--- src/rtl/univ_reg.sv ---
// univ_reg: universal register with parallel load, shift, rotate and up/down count.
//
// Parameters
//   WIDTH      register width in bits (2..64)
//   RESET_VAL  value loaded into q on reset and on synchronous clear
//
// Ports
//   clk     clock; all state updates on its rising edge
//   rst_n   asynchronous active-low reset, forces q to RESET_VAL
//   clr     synchronous clear to RESET_VAL (wins over en)
//   en      operation enable; when low q holds
//   mode    operation select:
//             000 hold, 001 load d, 010 shift left, 011 shift right,
//             100 rotate left, 101 rotate right, 110 count up, 111 count down
//   d       parallel load data
//   sin_r   serial input into the LSB on shift left
//   sin_l   serial input into the MSB on shift right
//   q       registered state
//   q_bar   bitwise complement of q
//   sout    bit shifted/rotated out by the current mode, 0 for other modes
//   tc      terminal count: enabled count about to wrap
//   zero    q equals 0
module univ_reg #(
    parameter int unsigned          WIDTH     = 8,
    parameter logic [WIDTH-1:0]     RESET_VAL = '0
) (
    input  logic             clk,
    input  logic             rst_n,
    input  logic             clr,
    input  logic             en,
    input  logic [2:0]       mode,
    input  logic [WIDTH-1:0] d,
    input  logic             sin_r,
    input  logic             sin_l,
    output logic [WIDTH-1:0] q,
    output logic [WIDTH-1:0] q_bar,
    output logic             sout,
    output logic             tc,
    output logic             zero
);

    if (WIDTH < 2 || WIDTH > 64) begin : g_bad_width
        $error("univ_reg: WIDTH must be in 2..64");
    end

    // All eight encodings are named, so the decode has no undefined value.
    typedef enum logic [2:0] {
        MODE_HOLD = 3'b000,
        MODE_LOAD = 3'b001,
        MODE_SHL  = 3'b010,
        MODE_SHR  = 3'b011,
        MODE_ROL  = 3'b100,
        MODE_ROR  = 3'b101,
        MODE_INC  = 3'b110,
        MODE_DEC  = 3'b111
    } mode_e;

    localparam logic [WIDTH-1:0] ONE  = {{(WIDTH-1){1'b0}}, 1'b1};

    mode_e            mode_sel;
    logic [WIDTH-1:0] q_r;
    logic [WIDTH-1:0] q_next;
    logic             all_ones;
    logic             all_zero;

    assign mode_sel = mode_e'(mode);
    assign all_ones = &q_r;
    assign all_zero = ~|q_r;

    // Next-state value for an enabled operation; only sampled on the clock
    // edge, so d and the serial inputs never reach q combinationally.
    always_comb begin
        q_next = q_r;
        unique case (mode_sel)
            MODE_HOLD: q_next = q_r;
            MODE_LOAD: q_next = d;
            MODE_SHL:  q_next = {q_r[WIDTH-2:0], sin_r};
            MODE_SHR:  q_next = {sin_l, q_r[WIDTH-1:1]};
            MODE_ROL:  q_next = {q_r[WIDTH-2:0], q_r[WIDTH-1]};
            MODE_ROR:  q_next = {q_r[0], q_r[WIDTH-1:1]};
            MODE_INC:  q_next = q_r + ONE;
            MODE_DEC:  q_next = q_r - ONE;
            default:   q_next = q_r;
        endcase
    end

    always_ff @(posedge clk or negedge rst_n) begin
        if (!rst_n) begin
            q_r <= RESET_VAL;
        end else if (clr) begin
            q_r <= RESET_VAL;
        end else if (en) begin
            q_r <= q_next;
        end
    end

    always_comb begin
        sout = 1'b0;
        unique case (mode_sel)
            MODE_SHL, MODE_ROL: sout = q_r[WIDTH-1];
            MODE_SHR, MODE_ROR: sout = q_r[0];
            default:            sout = 1'b0;
        endcase
    end

    // Terminal count is qualified by en/clr so it flags only a wrap that
    // will actually happen on the coming edge.
    always_comb begin
        tc = 1'b0;
        if (en && !clr) begin
            if (mode_sel == MODE_INC) begin
                tc = all_ones;
            end else if (mode_sel == MODE_DEC) begin
                tc = all_zero;
            end
        end
    end

    assign q     = q_r;
    assign q_bar = ~q_r;
    assign zero  = all_zero;

endmodule

--- config.mk ---
export PLATFORM = sky130hd
export DESIGN_NAME = univ_reg
export DESIGN_NICKNAME = d
export VERILOG_FILES = /design/src/rtl/univ_reg.sv
export SDC_FILE = /design/constraint.sdc
export NUM_CORES = 1
export LEC_CHECK = 0
export BUFFER_PORTS_ARGS = -buffer_cell sky130_fd_sc_hd__buf_2
export CAP_MARGIN = 25
export CELL_PAD_IN_SITES_DETAIL_PLACEMENT = 0
export CELL_PAD_IN_SITES_GLOBAL_PLACEMENT = 1
export CORE_MARGIN = 2
export CORE_UTILIZATION = 33
export DETAILED_ROUTE_END_ITERATION = 7
export GPL_ROUTABILITY_DRIVEN = 0
export PLACE_DENSITY = 0.84
export SYNTH_ARGS = -nofsm -noshare
export SYNTH_HDL_FRONTEND = slang
export SYNTH_SLANG_ARGS = --single-unit
--- constraint.sdc ---
create_clock -name clk -period 2.2 [get_ports clk]
set_input_delay 0.11 -clock clk [delete_from_list [all_inputs] [get_ports clk]]
set_output_delay 0.11 -clock clk [all_outputs]
set_load 0.01 [all_outputs]
==> flow_metrics.env <==
export IMPL_setup_viol=0
export IMPL_worst_setup_hold_path_clk_slew_ps=60
export IMPL_io_buffer_count=35
export IMPL_floorplan_die_area_sq_um=3370
export IMPL_worst_setup_path_start_kind="flop"
export IMPL_cts_tree="yes"
export IMPL_coreArea_sq_um=2760
export IMPL_dr_total_vias=1175
export IMPL_postSynthNetCount=160
export IMPL_switching_power_of_the_nets_mw=0.199
export IMPL_clock_skew_ps=1.53
export IMPL_clk_pwr_share=0.228
export IMPL_synth_commonest_cells="sky130_fd_sc_hd__nor2_1, sky130_fd_sc_hd__a21oi_1, sky130_fd_sc_hd__nand2_1"
export IMPL_synth_lib_cells_used_distinct=36
export IMPL_die_y_microns=58.1
export IMPL_fin_util=0.438
export IMPL_final_min_period_over_clock_period=0.868
export IMPL_maximum_number_of_pins_on_one_net_before_global_route_repair=30
export IMPL_reg2reg_depth=8
export IMPL_max_cap_viol_count=0
export IMPL_ctsHtreeMaxLevel=1
export IMPL_cp_data_required_time_ps=2370
export IMPL_drt_initial_drc_count=41
export IMPL_power_switching_fraction=0.387
export IMPL_worst_path_max_fanout=4
export IMPL_cts_root_buf="sky130_fd_sc_hd__clkbuf_4"
export IMPL_netlist_area_before_placement_sq_um=965
export IMPL_post_synth_inst_count=142
export IMPL_grt_setup_unrepaired="false"
export IMPL_maxSlewHeadroom=0.710
export IMPL_nNetsFinal=196
export IMPL_yosys_cell_count_top_type="sky130_fd_sc_hd__nor2_1"
export IMPL_worst_r2r_endpoint="q[6]"
export IMPL_critical_path_reg2reg_startpoint="q[1]"
export IMPL_initial_core_util=0.350
export IMPL_drt_pre_antenna_iters=4
export IMPL_cellPowerDensity_nw_per_um2=424
export IMPL_timing_final_hold_violations=0
export IMPL_postSynth_topFlopCell="sky130_fd_sc_hd__dfrtp_1"
export IMPL_clock_latency_late_sink_ps=250
export IMPL_first_global_vias=1105
export IMPL_cts_buffer_count=3
export IMPL_synth_enable_flop_cells=0
export IMPL_finalSetupTns_ps=0
export IMPL_maxSlewViolCount=0
export IMPL_sequentialPowerShare=0.346
export IMPL_global_route_wire_length_before_repair_mm=5.18
export IMPL_synth_yosys_warnings=0
export IMPL_power_static_leakage_nw=0.530
export IMPL_post_dp_hpwl_mm=2.24
export IMPL_drt_drc_violations_left=0
export IMPL_cts_num_sinks=8
export IMPL_run_status="complete, no violations"
export IMPL_hold_path_class="in -> async"
export IMPL_timing_worst_slew_pin_value_ps=435
export IMPL_peakVddDrop_uv=227
export IMPL_grt_usage=0.195
export IMPL_endpoint_kind="flop"
export IMPL_area_growth_syn_to_layout_pct=25.2
export IMPL_syn_mean_instance_area_sq_um=6.79
export IMPL_largest_register_ff_count=8
export IMPL_worstPathArrival_ps=2080
export IMPL_ctsLongestPathBuffers=2
export IMPL_antenna_found_initial=0
export IMPL_synth_yosys_seq_area_share=0.208
export IMPL_die_x_microns=58.1
export IMPL_yosys_top_cells_area="sky130_fd_sc_hd__dfrtp_1, sky130_fd_sc_hd__a21oi_1, sky130_fd_sc_hd__mux2i_1"
export IMPL_synth_top_cell_area_share=0.208
export IMPL_routed_wire_length_per_instance_microns=14.5
export IMPL_antenna_diode_count=0
export IMPL_cts_post_setup_buffers_inserted=0
export IMPL_portion_of_total_power_attributed_to_combinational_logic=0.426
export IMPL_pin_count=36
export IMPL_worst_setup_path_startpoint="q[1]"
export IMPL_global_route_overflow_total=0
export IMPL_num_rows=19
export IMPL_register_to_register_setup_slack_ps=290
export IMPL_instances_no_fill=207
export IMPL_synth_area_leader_cell="sky130_fd_sc_hd__dfrtp_1"
export IMPL_cell_internal_pwr_mw=0.314
export IMPL_synth_async_sr_flop_share=1.00
export IMPL_fmax_mhz=524
export IMPL_placement_cell_area_sq_um=1170
export IMPL_p_total_mw=0.512
export IMPL_vias_per_cell=5.68
export IMPL_critical_setup_path_kind="reg -> reg"
export IMPL_route_final_wire_length_mm=3.01
export IMPL_ys_ff_latch=8
export IMPL_placedCellCount=203
export IMPL_finalInstanceArea_sq_um=1210
export IMPL_period_needed_ps=1910
export IMPL_drive_gt1_frac=0.273
export IMPL_drt_antenna_violating_nets=0
[routing by layer]
metal  GRT usage  part of all wire  wire length, microns
met5           0                 0                     0
met3      0.0201             0.059                   177
met1       0.280              0.45                  1350
met4      0.0731            0.0090                    27
met2       0.300              0.48                  1450
[final cells by class]
class | instances | area [sq um]
fill | 286 | 1550
multi-input combinational | 110 | 659
timing repair buffer | 44 | 245
sequential | 8 | 200
inverter | 11 | 41.3
tap | 31 | 38.8
clock buffer | 3 | 22.5
[power groups by stage]
| stage | registers, mW | clock network (mW) | logic, mW |
|---|---|---|---|
| 2_1_floorplan | 0.174 | 0 | 0.142 |
| 3_3_place_gp | 0.179 | 0 | 0.214 |
| 3_5_place_dp | 0.180 | 0 | 0.215 |
| 4_1_cts | 0.177 | 0.117 | 0.218 |
| 5_1_grt | 0.180 | 0.133 | 0.243 |
| 6_report | 0.177 | 0.117 | 0.218 |
[how the worst max path moves through the flow]
stage,cells past startpoint,slack (ps),end
6_report,8,290,q[6]
5_1_grt,5,120,tc
4_1_cts,8,290,q[6]
3_5_place_dp,9,290,q[6]
3_3_place_gp,9,360,q[6]
2_1_floorplan,9,140,q[6]
[kinds of logic after synthesis]
kind of cell,Yosys count,synth area share
compound gates,45,0.291
xor+xnor,4,0.0363
fa+ha+maj,1,0.0130
buf+inv,24,0.109
flops,8,0.208
mux,7,0.0726
simple gates,53,0.271
[critical path: stages (launching register included)]
cell and delay [ps]:
sky130_fd_sc_hd__dfrtp_1 380, sky130_fd_sc_hd__inv_1 100, sky130_fd_sc_hd__xnor2_1 90, sky130_fd_sc_hd__ha_1 230
sky130_fd_sc_hd__or4_4 430, sky130_fd_sc_hd__nor4_2 140, sky130_fd_sc_hd__a31oi_1 90, sky130_fd_sc_hd__o32a_1 310
sky130_fd_sc_hd__o21ai_0 70
[repair_timing]
action,4_1_cts,5_1_grt
gates resized for setup,0,0
endpoints found under the hold margin,8,0
hold buffers,1,0
[per-stage QoR]
stage	worst slack [ps]	hold slack [ps]
floorplan	144	-186
global placement	361	-29.3
detailed placement	291	-31.5
CTS	287	231
global route	117	250
finish	291	236
[cells in the final DEF (no fill, tap or decap), types with 3 or more instances in the layout]
cell type / count
sky130_fd_sc_hd__dfrtp_1: 8
sky130_fd_sc_hd__a21oi_1: 15
sky130_fd_sc_hd__o21ai_0: 9
sky130_fd_sc_hd__mux2i_1: 7
sky130_fd_sc_hd__nor2_1: 16
sky130_fd_sc_hd__xnor2_1: 4
sky130_fd_sc_hd__a211oi_1: 7
sky130_fd_sc_hd__buf_2: 35
sky130_fd_sc_hd__nand3_1: 9
sky130_fd_sc_hd__a31oi_1: 4
sky130_fd_sc_hd__buf_4: 8
sky130_fd_sc_hd__inv_1: 10
sky130_fd_sc_hd__clkbuf_4: 3
sky130_fd_sc_hd__nor3_1: 5
sky130_fd_sc_hd__nand2_1: 11
Power figures use the tool's default switching activity.
